--- config.mk ---
export PLATFORM = sky130hd
export DESIGN_NAME = fetch_queue_flat
export DESIGN_NICKNAME = d
export VERILOG_FILES = /design/src/rtl/fetch_queue_if.sv /design/src/rtl/fetch_queue.sv /design/src/flat_wrapper.sv
export SDC_FILE = /design/constraint.sdc
export NUM_CORES = 1
export LEC_CHECK = 0
export CORE_ASPECT_RATIO = 0.75
export CORE_UTILIZATION = 23
export DETAILED_ROUTE_END_ITERATION = 8
export SLEW_MARGIN = 15
export SYNTH_ARGS = -nofsm -noshare
export SYNTH_HDL_FRONTEND = slang
export SYNTH_SLANG_ARGS = --single-unit
export TNS_END_PERCENT = 5
--- constraint.sdc ---
create_clock -name clk -period 4.7 [get_ports clk]
set_input_delay 0.705 -clock clk [delete_from_list [all_inputs] [get_ports clk]]
set_output_delay 0.705 -clock clk [all_outputs]
set_load 0.01 [all_outputs]
--- src/rtl/fetch_queue_if.sv ---
// ---------------------------------------------------------------------------
// fetch_queue_if
// Groups the fetch-side and decode-side signals of the instruction fetch
// queue into one bundle.
//   slave  : the queue's view (fetch inputs and decode stall/branch in;
//            back-pressure, head entry and occupancy out)
//   master : the environment's view (fetch and decode sides)
// Signals:
//   v_i, pc_i, inst_i : fetch presents {pc, inst}
//   stall_o           : back-pressure to fetch
//   v_o, pc_o, inst_o : head entry toward decode
//   stall_i           : decode stall
//   branch_i          : taken branch, flush all entries
//   count_o           : occupancy 0..DEPTH
// ---------------------------------------------------------------------------
interface fetch_queue_if #(
    parameter int unsigned WORD = 32,
    parameter int unsigned ADDR = 32,
    parameter int unsigned CNTW = 3
);
    logic            v_i;
    logic [ADDR-1:0] pc_i;
    logic [WORD-1:0] inst_i;
    logic            stall_o;
    logic            v_o;
    logic [ADDR-1:0] pc_o;
    logic [WORD-1:0] inst_o;
    logic            stall_i;
    logic            branch_i;
    logic [CNTW-1:0] count_o;

    modport slave (
        input  v_i, pc_i, inst_i, stall_i, branch_i,
        output stall_o, v_o, pc_o, inst_o, count_o
    );

    modport master (
        output v_i, pc_i, inst_i, stall_i, branch_i,
        input  stall_o, v_o, pc_o, inst_o, count_o
    );
endinterface

--- src/rtl/fetch_queue.sv ---
// ---------------------------------------------------------------------------
// fetch_queue
// DEPTH-entry FIFO of {pc, inst} pairs between instruction memory and decode.
// Fetch runs ahead of a stalled decoder until the queue is full; a taken
// branch flushes every buffered entry.
// Ports:
//   clk    : clock, all state updates on rising edge
//   reset  : synchronous active-low reset
//   fq     : fetch_queue_if.slave bundle (see interface header)
// ---------------------------------------------------------------------------
module fetch_queue #(
    parameter int unsigned WORD  = 32,
    parameter int unsigned ADDR  = 32,
    parameter int unsigned DEPTH = 4,
    parameter int unsigned CNTW  = $clog2(DEPTH + 1)
) (
    input logic              clk,
    input logic              reset,
    fetch_queue_if.slave     fq
);
    localparam int unsigned PTRW = $clog2(DEPTH);

    logic [ADDR-1:0] r_pc   [DEPTH];
    logic [WORD-1:0] r_inst [DEPTH];
    logic [PTRW-1:0] r_rd;
    logic [PTRW-1:0] r_wr;
    logic [CNTW-1:0] r_cnt;

    logic w_full;
    logic w_empty;
    logic w_stall;
    logic w_push;
    logic w_pop;

    always_comb begin
        w_full  = (r_cnt == CNTW'(DEPTH));
        w_empty = (r_cnt == '0);
        // Back-pressure only when full and decode is not draining this cycle;
        // a full queue still takes a push alongside a pop.
        w_stall = w_full & fq.stall_i;
        w_pop   = ~w_empty & ~fq.stall_i;
        w_push  = fq.v_i & ~w_stall & ~fq.branch_i;
    end

    // Pointers and occupancy; reset beats branch, branch beats push/pop.
    always_ff @(posedge clk) begin
        if (!reset) begin
            r_rd  <= '0;
            r_wr  <= '0;
            r_cnt <= '0;
        end else if (fq.branch_i) begin
            r_rd  <= '0;
            r_wr  <= '0;
            r_cnt <= '0;
        end else begin
            if (w_push) begin
                r_wr <= r_wr + PTRW'(1);
            end
            if (w_pop) begin
                r_rd <= r_rd + PTRW'(1);
            end
            unique case ({w_push, w_pop})
                2'b10:   r_cnt <= r_cnt + CNTW'(1);
                2'b01:   r_cnt <= r_cnt - CNTW'(1);
                default: r_cnt <= r_cnt;
            endcase
        end
    end

    // Storage is not reset; validity is tracked by r_cnt alone.
    always_ff @(posedge clk) begin
        if (w_push) begin
            r_pc[r_wr]   <= fq.pc_i;
            r_inst[r_wr] <= fq.inst_i;
        end
    end

    always_comb begin
        fq.stall_o = w_stall;
        fq.v_o     = ~w_empty;
        fq.count_o = r_cnt;
        fq.pc_o    = w_empty ? '0 : r_pc[r_rd];
        fq.inst_o  = w_empty ? '0 : r_inst[r_rd];
    end
endmodule
--- src/flat_wrapper.sv ---
// flat-port wrapper written by rule: the top's interface ports become plain ports
module fetch_queue_flat 
#(
    parameter int unsigned WORD  = 32,
    parameter int unsigned ADDR  = 32,
    parameter int unsigned DEPTH = 4,
    parameter int unsigned CNTW  = $clog2(DEPTH + 1)
)
  (clk, reset, fq_v_i, fq_pc_i, fq_inst_i, fq_stall_i, fq_branch_i, fq_stall_o, fq_v_o, fq_pc_o, fq_inst_o, fq_count_o);
  fetch_queue_if #(.WORD(WORD), .ADDR(ADDR), .CNTW(CNTW)) fq_i ();
  input logic clk;
  input logic reset;
  input wire logic [$bits(fq_i.v_i)-1:0] fq_v_i;
  input wire logic [$bits(fq_i.pc_i)-1:0] fq_pc_i;
  input wire logic [$bits(fq_i.inst_i)-1:0] fq_inst_i;
  input wire logic [$bits(fq_i.stall_i)-1:0] fq_stall_i;
  input wire logic [$bits(fq_i.branch_i)-1:0] fq_branch_i;
  output wire logic [$bits(fq_i.stall_o)-1:0] fq_stall_o;
  output wire logic [$bits(fq_i.v_o)-1:0] fq_v_o;
  output wire logic [$bits(fq_i.pc_o)-1:0] fq_pc_o;
  output wire logic [$bits(fq_i.inst_o)-1:0] fq_inst_o;
  output wire logic [$bits(fq_i.count_o)-1:0] fq_count_o;
  assign fq_i.v_i = fq_v_i;
  assign fq_i.pc_i = fq_pc_i;
  assign fq_i.inst_i = fq_inst_i;
  assign fq_i.stall_i = fq_stall_i;
  assign fq_i.branch_i = fq_branch_i;
  assign fq_stall_o = fq_i.stall_o;
  assign fq_v_o = fq_i.v_o;
  assign fq_pc_o = fq_i.pc_o;
  assign fq_inst_o = fq_i.inst_o;
  assign fq_count_o = fq_i.count_o;
  fetch_queue #(.WORD(WORD), .ADDR(ADDR), .DEPTH(DEPTH), .CNTW(CNTW)) u_core (.clk(clk), .reset(reset), .fq(fq_i));
endmodule
==> metrics list, run 1 <==
* Reg2Reg Capture Point: u_core.fq.count_o[2]
- In this run the static leakage power is roughly 4.1 nW.
* Hold bufs inserted after CTS: 0
- For the worst flop-to-flop path, the logic depth is 9.
- At the end of routability-driven placement, the weighted congestion stood at 0.672.
- Dividing the detail-routed wire length by the instance count gives ~17 um.
* Async set-reset flop share out of synthesis: 0
- Clock power frac: 0.426
* Synthesized cell area: between 0.01 and 0.015 mm2
- The synthesized netlist contains 27 unique library cells.
- Capturing element type of the critical path: primary output
- After clock tree synthesis, the setup repair step added 0 buffers.
* Reg-to-reg setup timing slack: around 2.4 ns
* Result of the run: complete, no violations
- Each instance of the synthesized netlist takes up on average ~22 um2.
* TritonCTS clock tree: done
- Summed over all layers, the routed wires come to 21.1 mm.
- Clock buffer depth: 3
- At the end of the flow the core is filled with cells to 0.302.
- Net count after synthesis: 537
* Clock latency on the worst-skew pair: 0.55 ns
- DRC viols: 0
* Port Buf Inserts: between 100 and 150
* Floorplan die width: between 200 and 250 um
* Psw: roughly 1.0 mW
* Critical path start-end classification: flop to primary output
* Level count of the clock H-tree: 1
- Clock tree root buffer cell: sky130_fd_sc_hd__clkbuf_16
* Antenna-violating nets left: 0
* Final global-route overflow total: 0
- The initialized floorplan defines 66 standard-cell rows.
- In this run the critical register-to-register path is launched from u_core.fq.count_o[1].
- Setup repair after global routing left no endpoint under its margin.
- Of the post-synthesis cell area, the dominant cell type holds 0.755.
* Clock slew seen by the registers of the worst setup and hold paths: about 0.06 ns
* Number of DRC markers in iteration 0: between 150 and 200
- The hold violation total from the final report was 0.
- Of the total power, the share spent switching nets is 0.204.
- The number of global-route vias before repair was approximately 5100.
- Register area share after synthesis: 0.773
- Worst Hold Class: flop to flop
- DP Area: ~0.012 mm2
- The number of gates resized after CTS was 0.
- In this run the worst setup path terminates at fq_pc_o[21].
- Part of the cycle the worst path needs: 0.754
- Entering global routing, the biggest net connects 65 pins.
- Inserted Clock Buffers: 28
- Power share of the sequential group: 0.525
- Once layout is done, the placed cells without fillers occupy approximately 0.013 mm2.
* Starting density of the core: 0.234
- For the pin with the worst max-slew slack, the measured transition is slightly above 1 ns.
- In this run the standard cell core region covers approximately 0.044 mm2.
- Vert. Die Dim: about 180 um
- Pin placement for this block handled between 100 and 150 I/O pins.
- After detailed routing, the number of vias per cell comes to 3.95.
- First-pass DRT Iterations: 4
- For the worst setup path, the data required time is around 4 ns.
- Final Skew: between 0.009 and 0.01 ns
- Synth area leader: sky130_fd_sc_hd__edfxtp_1
- Max-slew violations: 0
- Highest clock rate: 282 MHz
- Compared with the post-synthesis result, the final layout area differs by 29.1%.
- The synthesized design contains 256 enable-type register cells.
- Die outline area: about 0.045 mm2
* # fillers: approximately 4200
- Fin crit period: 3.54 ns
- Antenna cells: 0
* Top-count cell post-synth: sky130_fd_sc_hd__edfxtp_1
- Maximum Capacitance Violations: 0
- Half-perimeter wire length after placement: about 13 mm
- Final net count: slightly below 700
- Along the worst path, the maximum fanout reaches 22.
- Measured against its own limit, the worst slew margin works out to 0.308.
- The internal power of the cells totals 4.00 mW.
- Synthesis handed over a netlist of between 400 and 500 instances.
- For the worst setup path, the data arrival time is 2.84 ns.
* Combinational power share: 0.049
* Initial antenna violation count: 0
- Power per standard cell area: 382 mW/mm2
* Worst IR Drop VDD: around 0.00023 V
- Yosys attributes the largest share of cell area to sky130_fd_sc_hd__edfxtp_1 75%, sky130_fd_sc_hd__mux4_2 13%, sky130_fd_sc_hd__and2_1 4.0%, sky130_fd_sc_hd__dfxtp_1 1.8%, sky130_fd_sc_hd__mux4_1 0.77%.
* Global-route wire length before repair: about 31 mm
* Fraction of layout cells with a size suffix above 1: 0.189
* Most numerous cell types in the synthesized netlist: 256 x sky130_fd_sc_hd__edfxtp_1, 65 x sky130_fd_sc_hd__and2_1, 61 x sky130_fd_sc_hd__mux4_2
* Power Total: 5.02 mW
- Clock sink total: approximately 270
- During synthesis, Yosys emitted a total of 0 warnings.
- Setup violations remaining at the end of the flow were counted as 0.
- #FFs+latches synth: about 270
* Vias post-DR: 4814
* Total routing resource utilization after global routing: 0.0929
* Critical Path Start Type: flop
- After routing, the total negative slack on setup checks comes to 0 ns.
* Predominant post-synthesis flop cell: sky130_fd_sc_hd__edfxtp_1
[per-stage QoR]
step | instances | hold WS [ns] | setup WS [ns]
after detailed placement | 1168 | 0.485 | 1.58
after floorplan | 462 | 0.459 | 1.79
after global placement | 1168 | 0.475 | 1.61
after global routing | 1219 | 0.528 | 0.948
after CTS | 1219 | 0.493 | 0.999
final | 1219 | 0.484 | 1.16
[per-layer routing]
metal / share of wire / GRT usage / wire length [um] / vias up
met4: 0.024 / 0.0238 / 508 / 0
li1: - / - / - / 2188
met5: 0 / 0 / 0 / -
met1: 0.43 / 0.118 / 9130 / 2485
met3: 0.052 / 0.0258 / 1100 / 32
met2: 0.49 / 0.156 / 10400 / 109
[registers in the layout (all words and copies together), names as in the netlist, named ones only]
register           count
u_core.r_wr            2
u_core.fq.count_o      3
u_core.r_pc          128
u_core.r_rd            2
u_core.r_inst        128
[how the worst min path moves through the flow]
stage | startpoint | to | depth (start not counted)
floorplan | u_core.r_rd[1] | flop | 2
global placement | u_core.r_rd[1] | flop | 2
detailed placement | u_core.r_rd[1] | flop | 2
CTS | u_core.r_rd[1] | flop | 2
global route | u_core.r_rd[1] | flop | 2
finish | u_core.r_rd[1] | flop | 2
[layout make-up]
| class | instances | area, um2 | share of cell area |
|---|---|---|---|
| multi-input cells | 168 | 2160 | 0.164 |
| clock buffers | 35 | 748 | 0.0569 |
| flip-flops and latches | 265 | 7880 | 0.599 |
| clock inverters | 16 | 134 | 0.0102 |
| inverters | 8 | 30.0 | 0.00228 |
| repair buffers | 149 | 1470 | 0.112 |
| well taps | 578 | 723 | 0.0550 |
[power groups by stage]
stage	registers, mW	logic, mW	clock network [mW]
after floorplan	2.68	0.0962	0
after global placement	2.68	0.250	0
after detailed placement	2.69	0.253	0
after CTS	2.64	0.253	2.21
after global routing	2.64	0.268	2.28
final	2.63	0.247	2.14
[critical path, stage by stage (launching register included)]
cell and delay (ns):
sky130_fd_sc_hd__dfxtp_4 0.68, sky130_fd_sc_hd__buf_4 0.37, sky130_fd_sc_hd__mux4_2 0.53, sky130_fd_sc_hd__and2_1 0.20
sky130_fd_sc_hd__clkdlybuf4s50_1 0.49
[cells in the final DEF, fill, tap and decap left out, types with 2 or more instances in the layout]
cell type                         synthesis  layout
sky130_fd_sc_hd__edfxtp_1               256     256
sky130_fd_sc_hd__clkdlybuf4s50_1          0     137
sky130_fd_sc_hd__and2_1                  65      65
sky130_fd_sc_hd__mux4_2                  61      61
sky130_fd_sc_hd__clkbuf_16                0      29
sky130_fd_sc_hd__buf_4                    0      11
sky130_fd_sc_hd__inv_1                    8       7
sky130_fd_sc_hd__dfxtp_1                  9       7
sky130_fd_sc_hd__clkinv_2                 0       6
sky130_fd_sc_hd__clkbuf_1                 7       6
sky130_fd_sc_hd__nand2_1                  5       5
sky130_fd_sc_hd__ha_1                     5       5
sky130_fd_sc_hd__clkinv_1                 0       5
sky130_fd_sc_hd__nor2_1                   4       4
sky130_fd_sc_hd__and3_4                   0       4
sky130_fd_sc_hd__a21oi_1                  4       4
sky130_fd_sc_hd__mux4_1                   3       3
sky130_fd_sc_hd__nor2b_1                  2       2
sky130_fd_sc_hd__o21ai_0                  2       2
sky130_fd_sc_hd__or3_1                    2       2
sky130_fd_sc_hd__nand2b_1                 2       2
sky130_fd_sc_hd__xor2_1                   2       2
sky130_fd_sc_hd__mux2i_1                  2       2
sky130_fd_sc_hd__dfxtp_4                  0       2
sky130_fd_sc_hd__bufinv_16                0       2
[kinds of logic (layout without fill, tap and decap cells)]
group	after synthesis	in the layout	share of synthesized area
flops	265	265	0.773
simple gates	87	87	0.0522
mux	66	66	0.145
buf+inv	29	208	0.0171
compound gates	7	7	0.00369
fa+ha+maj	6	6	0.00811
xor+xnor	2	2	0.00172
Note: power is estimated with default switching activity, not from simulation.
==> run 2: changes to the inputs <==
==> constraint.sdc (replaced) <==
create_clock -name clk -period 3.3 [get_ports clk]
set_input_delay 0.495 -clock clk [delete_from_list [all_inputs] [get_ports clk]]
set_output_delay 0.495 -clock clk [all_outputs]
set_load 0.01 [all_outputs]
==> metrics list, run 2 (synthesized netlist as in run 1, its figures left out) <==
- The post-CTS setup repair buffer count came to 0 (unchanged).
* Area growth, synth to finish: 30.2%
- In this run the worst hold path is classified as flop to flop.
* Clock buffer depth: 3 (unchanged)
- The delay of the slowest cell on the worst path was 0.60 ns (-0.08 ns).
* Site row count: 66 (unchanged)
- # fillers: 4229 (+0.76%)
* Number of DRC markers in iteration 0: 212 (+6.5%)
- The clock slew seen by the registers of the worst setup and hold paths came to 0.06 ns (about the same).
- DRC viols: 0 (unchanged)
- Vias post-DR: 4844 (+0.62%)
- The cts-stage hold buffer count is 0 (unchanged).
- The die boundary width was 245 um (unchanged).
- In this run the clock root is driven by a sky130_fd_sc_hd__clkbuf_16.
* Global placement routability congestion: 0.686 (+2.2%)
- The antenna diode instance count came to 0 (unchanged).
- Worst reg-to-reg path cell count: 9 (unchanged)
- Met2 global-route usage: 0.164 (+0.00827)
* Start point of the worst min-delay path: u_core.r_rd[1]
- Highest clock rate: ~330 MHz
- The number of resized instances in the post-cts repair step is 0 (unchanged).
- Half-perimeter wire length after placement: 13.0 mm (+2.8%)
- Hold path cells: 2 (unchanged)
* Placeable Area: 0.0435 mm2 (unchanged)
* Leading cell types in the layout, fill and taps excluded: 256 x sky130_fd_sc_hd__edfxtp_1, 137 x sky130_fd_sc_hd__clkdlybuf4s50_1, 65 x sky130_fd_sc_hd__and2_1, 61 x sky130_fd_sc_hd__mux4_2, 29 x sky130_fd_sc_hd__clkbuf_16
- The CTS H-tree depth is 1 (unchanged).
* Capturing element type of the critical path: primary output
* Fin Setup TNS: 0 ns (unchanged)
* Register area: 0.00788 mm2 (unchanged)
- Final net count: 698 (+0.43%)
- The hold violation total from the final report is 0 (unchanged).
- The max-cap violation count is 0 (unchanged).
* Total routing resource utilization after global routing: 0.0950 (+0.00206)
* Vert. Die Dim: 184 um (unchanged)
- Met1 Use GR: 0.119 (+0.000938)
- The number of sinks driven by the clock tree was 265 (unchanged).
- The clock skew is 0.00905 ns (-0.000799 ns).
* DP Area: 0.0124 mm2 (+0.80%)
- The number of global-route vias before repair came to 5147 (+0.49%).
* Inserted Clock Buffers: 28 (unchanged)
- Startpoint of the worst-slack reg-to-reg timing path: u_core.fq.count_o[0]
* Required arrival time at the worst endpoint: 2.80 ns (-1.19 ns)
- Clock latency on the worst-skew pair: 0.54 ns (about the same)
- The routed length per instance came to 17.5 um (+1.1%).
- The critical path buffer and inverter count is 2 (unchanged).
- Worst IR Drop VDD: 0.000311 V (+34%)
- The final setup violation count was 0 (unchanged).
* DR vias/cell: 3.97 (+0.46%)
* Critical Path Start Type: flop
- Initial antenna violation count: 3 (+3)
- The first-pass detailed-route iteration total was 4 (unchanged).
- Die outline area: 0.0451 mm2 (unchanged)
- The run finished with clean final reports.
- Critical Path Slowest Stage Cell: sky130_fd_sc_hd__mux4_2
* Fin crit period: ~3 ns
* Highest net fanout along the worst path: 41 (+86%)
- TritonCTS built the clock tree.
- Global-route wire length before repair: 32.0 mm (+1.9%)
- Maximum number of pins on one net before global-route repair: 65 (unchanged)
* Starting density of the core: 0.234 (unchanged)
- I/O pins: 138 (unchanged)
* Post-Route Hold Slack: 0.481 ns (-0.00316 ns)
- Leaving out fill and tap cells, the most frequent cell in the layout is sky130_fd_sc_hd__edfxtp_1.
- Top cell family by delay on the critical path: buffers and inverters
* Most used routing layer in global routing: met2
- Part of the cycle the worst path needs: 0.916
* Met3 Resource Use GR: 0.0230 (-0.00277)
* List of cells traversed by the critical path: buf_12 -> mux4_2 -> and2_1 -> clkdlybuf4s50_1
- Min setup slack post-route: 0.277 ns (-0.879 ns)
- The count of antenna-violating nets left after detailed routing was 0 (unchanged).
* Final design instance area without fill: 0.0133 mm2 (+0.89%)
- The remaining global-route overflow is 0 (unchanged).
- Port Buf Inserts: 137 (unchanged)
- The endpoint identified for the worst register-to-register timing path is u_core.fq.count_o[2].
- The max-slew violation count is 0 (unchanged).
- The data arrival time of the critical path is 2.53 ns (-0.31 ns).
* Fraction of layout cells with a size suffix above 1: 0.191 (+0.00252)
- Reg-to-reg setup timing slack: 1.00 ns (-1.39 ns)
* Leakage Power: 4.09 nW (+1.0%)
- Critical path start-end classification: flop to primary output
- Power per standard cell area: 542 mW/mm2 (+42%)
* Headroom to the max-slew limit: 0.632 (+0.325)
- The area occupied by multi-input gates was 0.00216 mm2 (unchanged).
- The setup slack after placement is 0.406 ns (-1.18 ns).
- The total routed wirelength came to 21.4 mm (+1.3%).
- The transition time at the pin with the least slew margin came to 0.552 ns (-0.487 ns).
* Setup repair after global routing missed its margin: false
==> run 2: cell types whose count changed in the layout (fill, tap and decap cells not counted), sizes merged <==
cell / delta
buf: +3
clkbuf: -2
bufinv: +1
==> run 2: how the worst max path moves through the flow <==
| stage | endpoint | slack [ns] | from | cells after the start |
|---|---|---|---|---|
| 2_1_floorplan | u_core.r_inst[0][0] | 0.60 | fq_v_i | 2 |
| 3_3_place_gp | u_core.fq.count_o[2] | 0.47 | fq_stall_i | 10 |
| 3_5_place_dp | u_core.fq.count_o[2] | 0.41 | fq_stall_i | 10 |
| 4_1_cts | fq_inst_o[18] | 0.12 | u_core.fq.count_o[0] | 5 |
| 5_1_grt | fq_inst_o[18] | 0.02 | u_core.fq.count_o[0] | 5 |
| 6_report | fq_inst_o[10] | 0.28 | flop | 4 |
==> run 2: through the flow <==
step / total power, mW / std cells / utilization
detailed placement: 4.19 / 1171 / 0.284
CTS: 7.32 / 1221 / 0.305
global placement: 4.18 / 1171 / 0.284
floorplan: 3.96 / 462 / -
finish: 7.19 / 1221 / 0.305
global route: 7.47 / 1221 / 0.305
==> run 2: final cells by class <==
cell class                      instances  area share
Timing Repair Buffer                  152       0.118
Tap cell                              578      0.0545
Multi-Input combinational cell        168       0.163
Clock inverter                         17      0.0122
Inverter                                8     0.00226
Sequential cell                       265       0.594
Clock buffer                           33      0.0558
==> run 2: layer usage <==
| layer | part of all wire | wire length, um |
|---|---|---|
| met4 | 0.024 | 514 |
| met5 | 0 | 0 |
| met1 | 0.43 | 9240 |
| met2 | 0.50 | 10700 |
| met3 | 0.044 | 943 |
==> run 2: worst reg2reg max path: cells and delay by family, from the launching register on <==
family                     cells  cell delay [ns]
adders and majority gates      2             0.55
buffers and inverters          2             0.12
DFF                            1             0.36
and+or+nand+nor                3             0.91
xor gates and xnor gates       1             0.15
AOI/OAI and AO/OA              1             0.14
==> run 2: power by group <==
group | switching, mW | internal [mW]
logic | 0.157 | 0.199
clock network | 1.26 | 1.83
registers | 0.0117 | 3.74
